<file path="src/rtl/mmio_pkg.sv">
// Shared constants and types for the memory-mapped I/O port:
// default register addresses, status-word bit positions and the status layout.
package mmio_pkg;

    // Default word addresses decoded on the core's data bus.
    localparam logic [31:0] IN_ADDR   = 32'hFFFF_FFFC;
    localparam logic [31:0] OUT_ADDR  = 32'hFFFF_FFF8;
    localparam logic [31:0] STAT_ADDR = 32'hFFFF_FFF4;

    // Bit positions inside the status word.
    localparam int ST_IN_NEMPTY   = 0;
    localparam int ST_OUT_FULL    = 1;
    localparam int ST_OUT_OVF     = 2;
    localparam int ST_IN_UDF      = 3;
    localparam int ST_IN_CNT_LSB  = 4;
    localparam int ST_OUT_CNT_LSB = 8;
    localparam int STATUS_W       = 12;

    // Status word as seen by software, LSB last.
    typedef struct packed {
        logic [3:0] out_count;
        logic [3:0] in_count;
        logic       in_underflow;
        logic       out_overflow;
        logic       out_full;
        logic       in_not_empty;
    } mmio_status_t;

endpackage

</file>
<file path="src/rtl/mmio_io_port_fifo.sv">
// Small synchronous FIFO with a fall-through head. Push is ignored when full
// and pop is ignored when empty, so callers may drive raw request strobes.
module sync_fifo #(
    parameter int WIDTH = 32,
    parameter int DEPTH = 4
) (
    input  logic                     clk,
    input  logic                     srst,
    input  logic                     push,
    input  logic                     pop,
    input  logic [WIDTH-1:0]         wdata,
    output logic [WIDTH-1:0]         rdata,
    output logic                     full,
    output logic                     empty,
    output logic [$clog2(DEPTH):0]   count
);

    localparam int PW = $clog2(DEPTH);
    localparam int CW = PW + 1;

    logic [WIDTH-1:0] mem [DEPTH];
    logic [PW-1:0]    wr_ptr_reg, wr_ptr_next;
    logic [PW-1:0]    rd_ptr_reg, rd_ptr_next;
    logic [CW-1:0]    count_reg,  count_next;
    logic             do_push, do_pop;

    assign full    = (count_reg == CW'(DEPTH));
    assign empty   = (count_reg == '0);
    assign count   = count_reg;
    assign do_push = push && !full;
    assign do_pop  = pop && !empty;

    // Head is forced to zero while empty so stale storage never leaks out.
    assign rdata = empty ? '0 : mem[rd_ptr_reg];

    // Pointer and occupancy update; pointers wrap modulo DEPTH.
    always_comb begin
        wr_ptr_next = do_push ? wr_ptr_reg + PW'(1) : wr_ptr_reg;
        rd_ptr_next = do_pop  ? rd_ptr_reg + PW'(1) : rd_ptr_reg;
        count_next  = count_reg;
        case ({do_push, do_pop})
            2'b10:   count_next = count_reg + CW'(1);
            2'b01:   count_next = count_reg - CW'(1);
            default: count_next = count_reg;
        endcase
    end

    // Control state registers; reset discards all buffered entries.
    always_ff @(posedge clk) begin
        if (srst) begin
            wr_ptr_reg <= '0;
            rd_ptr_reg <= '0;
            count_reg  <= '0;
        end else begin
            wr_ptr_reg <= wr_ptr_next;
            rd_ptr_reg <= rd_ptr_next;
            count_reg  <= count_next;
        end
    end

    // Storage write; contents need no reset because empty masks the head.
    always_ff @(posedge clk) begin
        if (do_push) begin
            mem[wr_ptr_reg] <= wdata;
        end
    end

endmodule

</file>
<file path="src/rtl/mmio_io_port.sv">
// Memory-mapped I/O responder for the single-cycle core's data bus: an input
// FIFO feeding lw, an output FIFO capturing sw, a status word and CPUOut.
module mmio_io_port #(
    parameter int          DEPTH     = 4,
    parameter logic [31:0] IN_ADDR   = mmio_pkg::IN_ADDR,
    parameter logic [31:0] OUT_ADDR  = mmio_pkg::OUT_ADDR,
    parameter logic [31:0] STAT_ADDR = mmio_pkg::STAT_ADDR
) (
    input  logic        CLK,
    input  logic        Reset,
    input  logic [31:0] MemAddr,
    input  logic [31:0] MemWData,
    input  logic        MemWE,
    input  logic        MemRE,
    output logic [31:0] MemRData,
    output logic        Hit,
    input  logic [31:0] InData,
    input  logic        InValid,
    output logic        InReady,
    output logic [31:0] OutData,
    output logic        OutValid,
    input  logic        OutReady,
    output logic [31:0] CPUOut
);

    localparam int CW     = $clog2(DEPTH) + 1;
    localparam int N_ADDR = 3;
    localparam logic [N_ADDR*32-1:0] ADDR_TABLE = {STAT_ADDR, OUT_ADDR, IN_ADDR};

    logic [N_ADDR-1:0] addr_match;
    logic              sel_in, sel_out, sel_stat;
    logic              rd_act, in_pop_req, out_push_req, out_push, stat_rd;
    logic              udf_set, ovf_set;
    logic              udf_reg, udf_next, ovf_reg, ovf_next;
    logic [31:0]       cpu_out_reg, cpu_out_next;
    logic [31:0]       in_head;
    logic              in_full, in_empty, out_full, out_empty;
    logic [CW-1:0]     in_count, out_count;
    mmio_pkg::mmio_status_t status;

    // Exact 32-bit compare against each register address.
    genvar gi;
    generate
        for (gi = 0; gi < N_ADDR; gi++) begin : g_decode
            assign addr_match[gi] = (MemAddr == ADDR_TABLE[gi*32 +: 32]);
        end
    endgenerate

    assign sel_in   = addr_match[0];
    assign sel_out  = addr_match[1];
    assign sel_stat = addr_match[2];
    assign Hit      = |addr_match;

    // A store takes priority; a load is only acted on without a store.
    assign rd_act       = MemRE && !MemWE;
    assign in_pop_req   = rd_act && sel_in;
    assign stat_rd      = rd_act && sel_stat;
    assign out_push_req = MemWE && sel_out;
    assign out_push     = out_push_req && !out_full;
    assign udf_set      = in_pop_req && in_empty;
    assign ovf_set      = out_push_req && out_full;

    sync_fifo #(.WIDTH(32), .DEPTH(DEPTH)) u_in_fifo (
        .clk   (CLK),
        .srst  (Reset),
        .push  (InValid),
        .pop   (in_pop_req),
        .wdata (InData),
        .rdata (in_head),
        .full  (in_full),
        .empty (in_empty),
        .count (in_count)
    );

    // Full is sampled at cycle start, so a same-cycle consumer pop cannot
    // make room for a store.
    sync_fifo #(.WIDTH(32), .DEPTH(DEPTH)) u_out_fifo (
        .clk   (CLK),
        .srst  (Reset),
        .push  (out_push),
        .pop   (OutReady),
        .wdata (MemWData),
        .rdata (OutData),
        .full  (out_full),
        .empty (out_empty),
        .count (out_count)
    );

    assign InReady  = !in_full;
    assign OutValid = !out_empty;
    assign CPUOut   = cpu_out_reg;

    // Sticky error bits: set has priority over the clear-on-status-read.
    always_comb begin
        udf_next     = udf_reg;
        ovf_next     = ovf_reg;
        cpu_out_next = cpu_out_reg;
        if (udf_set) begin
            udf_next = 1'b1;
        end else if (stat_rd) begin
            udf_next = 1'b0;
        end
        if (ovf_set) begin
            ovf_next = 1'b1;
        end else if (stat_rd) begin
            ovf_next = 1'b0;
        end
        if (out_push) begin
            cpu_out_next = MemWData;
        end
    end

    // Sticky bits and last-stored word.
    always_ff @(posedge CLK) begin
        if (Reset) begin
            udf_reg     <= 1'b0;
            ovf_reg     <= 1'b0;
            cpu_out_reg <= '0;
        end else begin
            udf_reg     <= udf_next;
            ovf_reg     <= ovf_next;
            cpu_out_reg <= cpu_out_next;
        end
    end

    // Assemble the status word from live FIFO state and the sticky bits.
    always_comb begin
        status              = '0;
        status.in_not_empty = !in_empty;
        status.out_full     = out_full;
        status.out_overflow = ovf_reg;
        status.in_underflow = udf_reg;
        status.in_count     = 4'(in_count);
        status.out_count    = 4'(out_count);
    end

    // Zero-latency read mux; empty input FIFO already presents zero.
    always_comb begin
        MemRData = '0;
        if (rd_act && sel_in) begin
            MemRData = in_head;
        end else if (rd_act && sel_stat) begin
            MemRData = {{(32 - mmio_pkg::STATUS_W){1'b0}}, status};
        end
    end

endmodule

</file>
<file path="config.mk">
export PLATFORM = sky130hd
export DESIGN_NAME = mmio_io_port
export DESIGN_NICKNAME = d
export VERILOG_FILES = /design/src/rtl/mmio_pkg.sv /design/src/rtl/mmio_io_port_fifo.sv /design/src/rtl/mmio_io_port.sv
export SDC_FILE = /design/constraint.sdc
export NUM_CORES = 1
export LEC_CHECK = 0
export BUFFER_PORTS_ARGS = -buffer_cell sky130_fd_sc_hd__buf_2
export CAP_MARGIN = 10
export CORE_UTILIZATION = 53
export CTS_BUF_LIST = sky130_fd_sc_hd__clkbuf_4
export CTS_CLUSTER_SIZE = 28
export DETAILED_ROUTE_END_ITERATION = 8
export PLACE_DENSITY = 0.83
export SLEW_MARGIN = 20
export SYNTH_ARGS = -nofsm -noshare
export SYNTH_HDL_FRONTEND = slang
export SYNTH_SLANG_ARGS = --single-unit
</file>
<file path="constraint.sdc">
create_clock -name CLK -period 2.8 [get_ports CLK]
set_clock_uncertainty 0.15 [all_clocks]
set_input_delay 0.14 -clock CLK [delete_from_list [all_inputs] [get_ports CLK]]
set_output_delay 0.14 -clock CLK [all_outputs]
set_load 0.02 [all_outputs]
</file>
# After elaboration in Yosys (flattened, before gate mapping)
# Memories as Yosys holds them, arrays and structs flattened. A register that Yosys moved wholly into a read port is not among the register bits.
# Index checks and enable logic that the tools add are counted.
# totals
regBits	48
ramBits	256
in_bits	102
out_inout_bits	99
elab_cells	68
n_memories	2
# memory_table
name	words	word_bits	rd	rd_ports_with_merged_regs	wr	line_no	text
u_in_fifo.mem	4	32	1	1	1	mmio_io_port_fifo.sv:21	logic [WIDTH-1:0] mem [DEPTH];
u_out_fifo.mem	4	32	1	1	1	mmio_io_port_fifo.sv:21	
# op_classes
add_sub_neg	8
n_eq_ne	9
mux	17
n_reduce_logical	23
# op_table
operator	count
equality test 32 bit (second input constant)	3
two-way mux 32 bit	3
case mux 3 bit (2 select lines)	2
logical AND 1 bit	11
two-way mux 11 bit	1
adder 2 x 1 -> 2 bit (second input constant)	4
two-way mux 2 bit	4
nonzero test 2 bit	4
two-way mux 1 bit	7
adder 3 x 1 -> 3 bit (second input constant)	2
equality test 3 bit (second input constant)	2
zero test 3 bit	2
subtractor 3 x 1 -> 3 bit (second input constant)	2
zero test 1 bit	5
equality test 2 x 1 -> 1 bit (second input constant)	2
equality test 2 bit (second input constant)	2
OR reduction 3 bit	1

# Longest topological paths before layout
# Gate-level depths: netlist of run 1.
# depth
word_depth	6
mapped_depth	11
depth_no_buf	10

# Hierarchy
# A second synthesis of run 1 with hierarchy kept.
# unflattened
cells_unflattened	735
area_unflattened_um2	12727.2
# by_module_without_submodules
module	n_inst	cells_per_inst	area_each_um2	seq_area_each_um2
sync_fifo	2	256	5421.4	4023.9
mmio_io_port	1	223	1884.3	680.7

# Worst setup path after synthesis of run 1
# No wires, ideal clock.
# synth_timing
path_kind	input to register
start	input port MemAddr[0]
end	register u_in_fifo.count_reg[2] (netlist: u_in_fifo.count[2])
setup_ps	71
t_arrival_ps	2566
t_required_ps	2579
slack_ps	13
stages	11
n_path_buf	1
cell_sequence	nand4b_1 > nor4_1 > nand4_1 > clkbuf_1 > inv_1 > ha_1 > inv_1 > fa_1 > xor2_1 > or3_1 > a21oi_1
# synth_via
elab_chain_len	5
word_cells_on_any_way	7
cone_classes	eq/ne (3); mux (1); reduce/logical (3)
# synth_lines
item	line_no	text
from (decl)	mmio_io_port.sv:11	input logic [31:0] MemAddr,
equality test 32 bit (*)	mmio_io_port.sv:45	assign addr_match[gi] = (MemAddr == ADDR_TABLE[gi*32 +: 32]);
logical AND 1 bit (*)	mmio_io_port.sv:56	assign in_pop_req = rd_act && sel_in;
logical AND 1 bit (*)	mmio_io_port_fifo.sv:31	assign do_pop = pop && !empty;
named net u_in_fifo.do_pop	mmio_io_port_fifo.sv:25	logic do_push, do_pop;
equality test 2 x 1 -> 1 bit or equality test 2 bit (tied branches)	mmio_io_port_fifo.sv:41	case ({do_push, do_pop})
case mux 3 bit (2 select lines) or nonzero test 2 bit (tied branches)	-	
to (signal assigned)	mmio_io_port_fifo.sv:57	count_reg <= count_next;
to (decl)	mmio_io_port_fifo.sv:24	logic [CW-1:0] count_reg, count_next;
# Mark *: on every way through the listed nets, which the timed path passes. The rest lies on a longest branch.
# A chain may end at the register's enable or synchronous reset.

# Worst setup path after layout of run 1
# layout_timing
start	input port MemAddr[9]
end	output port MemRData[4]
# layout_via
elab_chain_len	4
word_cells_on_any_way	6
cone_classes	eq/ne (2); mux (2); reduce/logical (2)
# layout_lines
item	line_no	text
equality test 32 bit	mmio_io_port.sv:45	
logical AND 1 bit	mmio_io_port.sv:142	end else if (rd_act && sel_stat) begin
two-way mux 11 bit	mmio_io_port.sv:142	
two-way mux 32 bit (*)	mmio_io_port.sv:140	if (rd_act && sel_in) begin
to (decl)	mmio_io_port.sv:15	output logic [31:0] MemRData,
# Mark *: on every way between the ends. The rest lies on a longest branch, timed or not.

==> results.cfg, run 1 <==
[cells_and_area]
seq_area_sq_um = 8730
fillers = 1368
layout-drive-gt1-share = 0.400
synthToLayoutAreaGrowth_pct = 27.9
diodes = 0
multi_input_area_sq_um = 3170
nNetsFinal = 1166

[detailed_routing]
drc = 0
routed_wl_um = 26600
ant_nets = 0
wl_per_cell_um = 19.2
vias_per_cell = 5.39
vias = 7477
first_pass_iters = 5
first_iter_violations = 515

[clocking]
cts_buffer_depth = 3
cts_tree = built
htree_levels = 3
clk_latency_ps = 660
cts-buffers-inserted = 78
cts.sinks = 308
cts-root-buf = clkbuf_4
path_clk_slew_ps = 60

[status]
status = finished clean

[sta]
tightest_slew_ps = 844
hold_viol_final = 0
fin_crit_ps = 2780
max_freq_ghz = 0.359
finalWorstSetupSlack_ps = 16.6
relSlewSlack = 0.437
finalSetupTns_ps = 0
final_max_slew_viol_count = 0
finalSetupViolCount = 0
whs_ps = 39.3
rsz0062_at_grt = yes
fin_crit_sh = 0.994

[synth]
yosysSeqAreaShare = 0.720
synth_edf_count = 256
yosysMostFrequentCell = edfxtp_1
synth_area_sq_um = 12100
syn-num-nets = 809
avgSynthCellArea_sq_um = 17.4
synth_top_area_cell = edfxtp_1
synthDistinctLibCells = 40
yosysTopAreaCellShare = 0.634
syn-instance-count = 695
synthFlopType = edfxtp_1
async_reset_ff_frac = 0
synth_commonest_cells = 256 x edfxtp_1, 71 x nand2_1, 64 x mux4_2
yosysWarningCount = 0
synth-seq-cells = 308
ys_top_cells_by_area = edfxtp_1 63%, mux4_2 12%, dfxtp_1 8.6%, mux2i_1 2.7%, nand2_1 2.2%

[power_and_ir_drop]
p_per_area_nw_per_um2 = 603
p_total_w = 0.00935
vdd_drop_max_v = 0.000494
power_leakage_nw = 5.82

[floorplan]
die_x_um = 153
die_y_um = 153
rows = 54
io_pins = 201
start_util = 0.549
core-area_sq_um = 22100
die-area_sq_um = 23500

[worst_hold_path]
hold_path_class = input port to flop
min_path_cells = 5

[worst_setup_path]
critPathArrivalTime_ps = 2490
reg2reg_depth = 6
worstSetupPathType = input port to primary output
reg2reg_slack_ps = 150
startpoint_type = input port
crit_path_end_kind = primary output
path_max_fanout = 6
required_ps = 2510

[grt]
grt_pass1_vias = 7907
grt_max_degree = 48
antenna_found_initial = 0
overflow = 0
grt.total_usage = 0.229
grt_pass1_wl_um = 40800

[placed_design]
port_buffers = 200
dp_slack_ps = 231
hpwl_um = 15900
gp_congestion = 0.750

[run]
maxCapViolations = 0
==> cell type report <==
type                       count  share of cell area
sequential                   308               0.563
inverter                      28             0.00678
clock inverter                14             0.00799
timing repair buffer         311               0.137
multi-input combinational    325               0.205
clock buffer                 120              0.0581
tap                          280              0.0226
==> power by group <==
group          leakage, nW  total [W]  internal [W]  switching, W
clock network        0.607    0.00386       0.00213       0.00172
logic                 2.47   0.000405      0.000194      0.000211
registers             2.75    0.00508       0.00506     0.0000265
total                 5.82    0.00935       0.00738       0.00196
==> cell families (layout without fill, tap and decap cells) <==
family | Yosys count | after routing | share of synthesized area
xor gates and xnor gates | 7 | 7 | 0.00506
adders and majority gates | 12 | 12 | 0.0136
muxes | 101 | 101 | 0.150
and+or+nand+nor | 185 | 186 | 0.0800
AOI/OAI and AO/OA | 19 | 19 | 0.00980
DFF | 308 | 308 | 0.720
buffers and inverters | 63 | 473 | 0.0217
==> per-stage QoR <==
step           area, sq um   util  instances
3_3_place_gp         13600  0.616       1168
3_5_place_dp         13600  0.616       1168
4_1_cts              15500  0.700       1385
5_1_grt              15500  0.702       1386
2_1_floorplan        12100      -        695
6_report             15500  0.702       1386
==> worst max-delay path: stages <==
cell	delay, ps
dlygate4sd3_1	540
buf_2	100
nand2_1	60
or4_4	590
or4_4	610
o22ai_1	250
buf_4	200
==> metal layers <==
layer  share of wire  vias to the layer above  track usage
li1                -                     3405            -
met1            0.38                     3651        0.265
met2            0.52                      377        0.407
met3           0.077                       44       0.0615
met4           0.020                        0       0.0875
met5               0                        -            0
==> final timing paths <==
check                     startpoint          end
setup reg to reg  u_in_fifo.count[0]         flop
hold reg to reg           CPUOut[22]   CPUOut[22]
setup / recovery          MemAddr[9]  MemRData[4]
hold / removal            MemAddr[5]      ovf_reg
==> cells in the final DEF, fill, tap and decap left out, types with 6 or more instances in the layout <==
master / n
and2_1: 35
buf_12: 6
buf_2: 199
buf_4: 22
clkbuf_4: 120
clkinv_1: 6
dfxtp_1: 49
dlygate4sd3_1: 83
edfxtp_1: 256
ha_1: 10
inv_1: 27
mux2i_1: 33
mux4_2: 64
nand2_1: 71
nand4_1: 8
nor2_1: 17
nor2b_1: 25
o22ai_1: 7
==> what timing repair did <==
| item | CTS | global route |
|---|---|---|
| setup endpoints to repair | 12 | 34 |
| endpoints found under the hold margin | 325 | 0 |
| gates resized for setup | 1 | 6 |
| setup buffers | 0 | 0 |
| hold buffers | 83 | 0 |
| pin swaps | 0 | 1 |
| cloned | 0 | 1 |
No activity file was read; power rests on OpenSTA's default activity.
==> inputs of run 2 (changes only) <==
- ABC_AREA: unset -> 1
- CTS_CLUSTER_DIAMETER: unset -> 80
- PLACE_DENSITY: 0.83 -> 0.79
==> run 2 against run 1 <==
Effect of this change:
- die area is 2.1% higher
- final area is 4.8% lower
- combinational power up 140%
- synthesized cell count rose by 62%
- power fell by 18%
- clock power is 58% lower
- maximum frequency increased by 5.6%
- largest power group unchanged
==> results.cfg, run 2 <==
[status]
status = finished clean

[grt]
grt.total_usage = 0.227
antenna_found_initial = 1
grt_pass1_wl_um = 42900
overflow = 0
grt_max_degree = 65
grt_pass1_vias = 8730

[placed_design]
gp_congestion = 0.805
hpwl_um = 16200
dp_slack_ps = 446
dpl_cell_area_sq_um = 13800
port_buffers = 200

[worst_setup_path]
critPathArrivalTime_ps = 2340
required_ps = 2510
startpoint_type = flop
crit_path_end_kind = primary output
worstSetupPathType = flop to primary output
path_max_fanout = 64

[detailed_routing]
m1WireLength_um = 10700
vias_per_cell = 5.20
wl_per_cell_um = 15.8
first_iter_violations = 785
wl_met2_um = 13700
first_pass_iters = 5
vias = 8886
top_layer = met4
drc = 0
wl_met3_um = 1810
routed_wl_um = 27100
ant_nets = 0

[floorplan]
core-area_sq_um = 22800
die_y_um = 155
rows = 55
start_util = 0.543
die-area_sq_um = 24000
io_pins = 201
die_x_um = 155

[clocking]
path_clk_slew_ps = 270
post-cts-setup-buffers = 0
htree_levels = 1
cts_tree = built
cts-buffers-inserted = 15
cts_buffer_depth = 3
cts-root-buf = clkbuf_4
cts.sinks = 308
clk_latency_ps = 680

[sta]
max_freq_ghz = 0.380
fin_crit_ps = 2630
whs_ps = 34.8
fin_crit_sh = 0.941
final_max_slew_viol_count = 0
finalSetupViolCount = 0
tightest_slew_ps = 810
rsz0062_at_grt = no
hold_viol_final = 0
finalWorstSetupSlack_ps = 165
relSlewSlack = 0.457

[synth]
syn-num-nets = 1242
yosysMostFrequentCell = nor2_1
yosysSeqAreaShare = 0.705
synth_commonest_cells = 319 x nor2_1, 256 x edfxtp_1, 132 x o21ai_0
async_reset_ff_frac = 0
syn-instance-count = 1128
avgSynthCellArea_sq_um = 11.0
synth_top_area_cell = edfxtp_1
synthDistinctLibCells = 28
synth-seq-cells = 308
synthFlopType = edfxtp_1
synth_edf_count = 256
synth_area_sq_um = 12400
ys_top_cells_by_area = edfxtp_1 62%, nor2_1 9.7%, dfxtp_1 8.4%, o21ai_0 5.3%, nand2_1 3.5%
yosysTopAreaCellShare = 0.621
yosysWarningCount = 0

[cells_and_area]
fillers = 1650
layout-drive-gt1-share = 0.193
stdcell_area_sq_um = 14800
post-route-util = 0.648
seq_area_sq_um = 8730
final_common_cell = nor2_1
nNetsFinal = 1502
final_cell_mix = 311 x nor2_1, 256 x edfxtp_1, 200 x buf_2
synthToLayoutAreaGrowth_pct = 19.3
multi_input_area_sq_um = 3170

[worst_hold_path]
hold_path_class = input port to flop

[power_and_ir_drop]
p_per_area_nw_per_um2 = 522
vdd_drop_max_v = 0.000537
power_leakage_nw = 5.89
p_total_w = 0.00771

[run]
maxCapViolations = 0
run 2: cell types whose count changed after synthesis, moves of 7 or more:
cell	before	now
a21oi_1	5	73
and2_1	39	0
buf_2	6	13
clkbuf_1	22	33
inv_1	27	67
mux2i_1	33	0
mux4_2	64	0
nand2_1	71	117
nor2_1	17	319
nor2b_1	25	0
o21ai_0	2	132
o21ai_1	0	7
run 2: metrics by stage:
stage | cells | setup TNS (ps)
2_1_floorplan | 1128 | -14770
3_3_place_gp | 1609 | 0
3_5_place_dp | 1609 | 0
4_1_cts | 1707 | -7.29
5_1_grt | 1710 | 0
6_report | 1710 | 0
run 2: area by class of cell:
class	instances	share of cell area
Sequential cell	308	0.591
Antenna cell	1	0.000170
Multi-Input combinational cell	691	0.215
Tap cell	313	0.0265
Clock inverter	4	0.00246
Timing Repair Buffer	300	0.136
Inverter	72	0.0187
Clock buffer	21	0.0107
run 2: worst paths after layout:
check / start / endpoint / slack (ps) / cells past startpoint
setup / recovery: flop / MemRData[2] / 170 / 5
setup reg to reg: u_in_fifo.count[0] / u_in_fifo.count[2] / 500 / 11
hold / removal: MemAddr[2] / u_out_fifo.count[1] / 30 / 8
hold reg to reg: u_out_fifo.rd_ptr_reg[1] / flop / 340 / 2
run 2: routing by layer:
metal  track usage  vias to the layer above
met5             0                        -
li1              -                     4317
met1         0.278                     4151
met4        0.0934                        0
met3        0.0389                       62
met2         0.401                      356
run 2: power by group:
part	internal [W]	switching, W
Combinational	0.000329	0.000641
Sequential	0.00506	0.0000324
Clock	0.000374	0.00127
Total	0.00577	0.00194
run 2: cell families (layout without fill, tap and decap cells):
logic type	after synthesis	count (layout)	share of synthesized area
DFF	308	308	0.705
buffers and inverters	129	397	0.0444
adders and majority gates	12	12	0.0133
and+or+nand+nor	451	451	0.142
xor gates and xnor gates	1	1	0.000708
AOI/OAI and AO/OA	227	227	0.0949
other	0	1	0
run 2: what timing repair did:
action	CTS	global route
gates cloned	0	0
gates resized for setup	1	6
endpoints found under the setup margin	2	26
hold endpoints to repair	306	4
hold buffers	73	2
run 2: critical path: stages (launching register included):
cell and delay [ps]:
dfxtp_2 430, buf_8 340, nand2_1 90, a32o_1 290, o21ai_0 270, buf_2 230
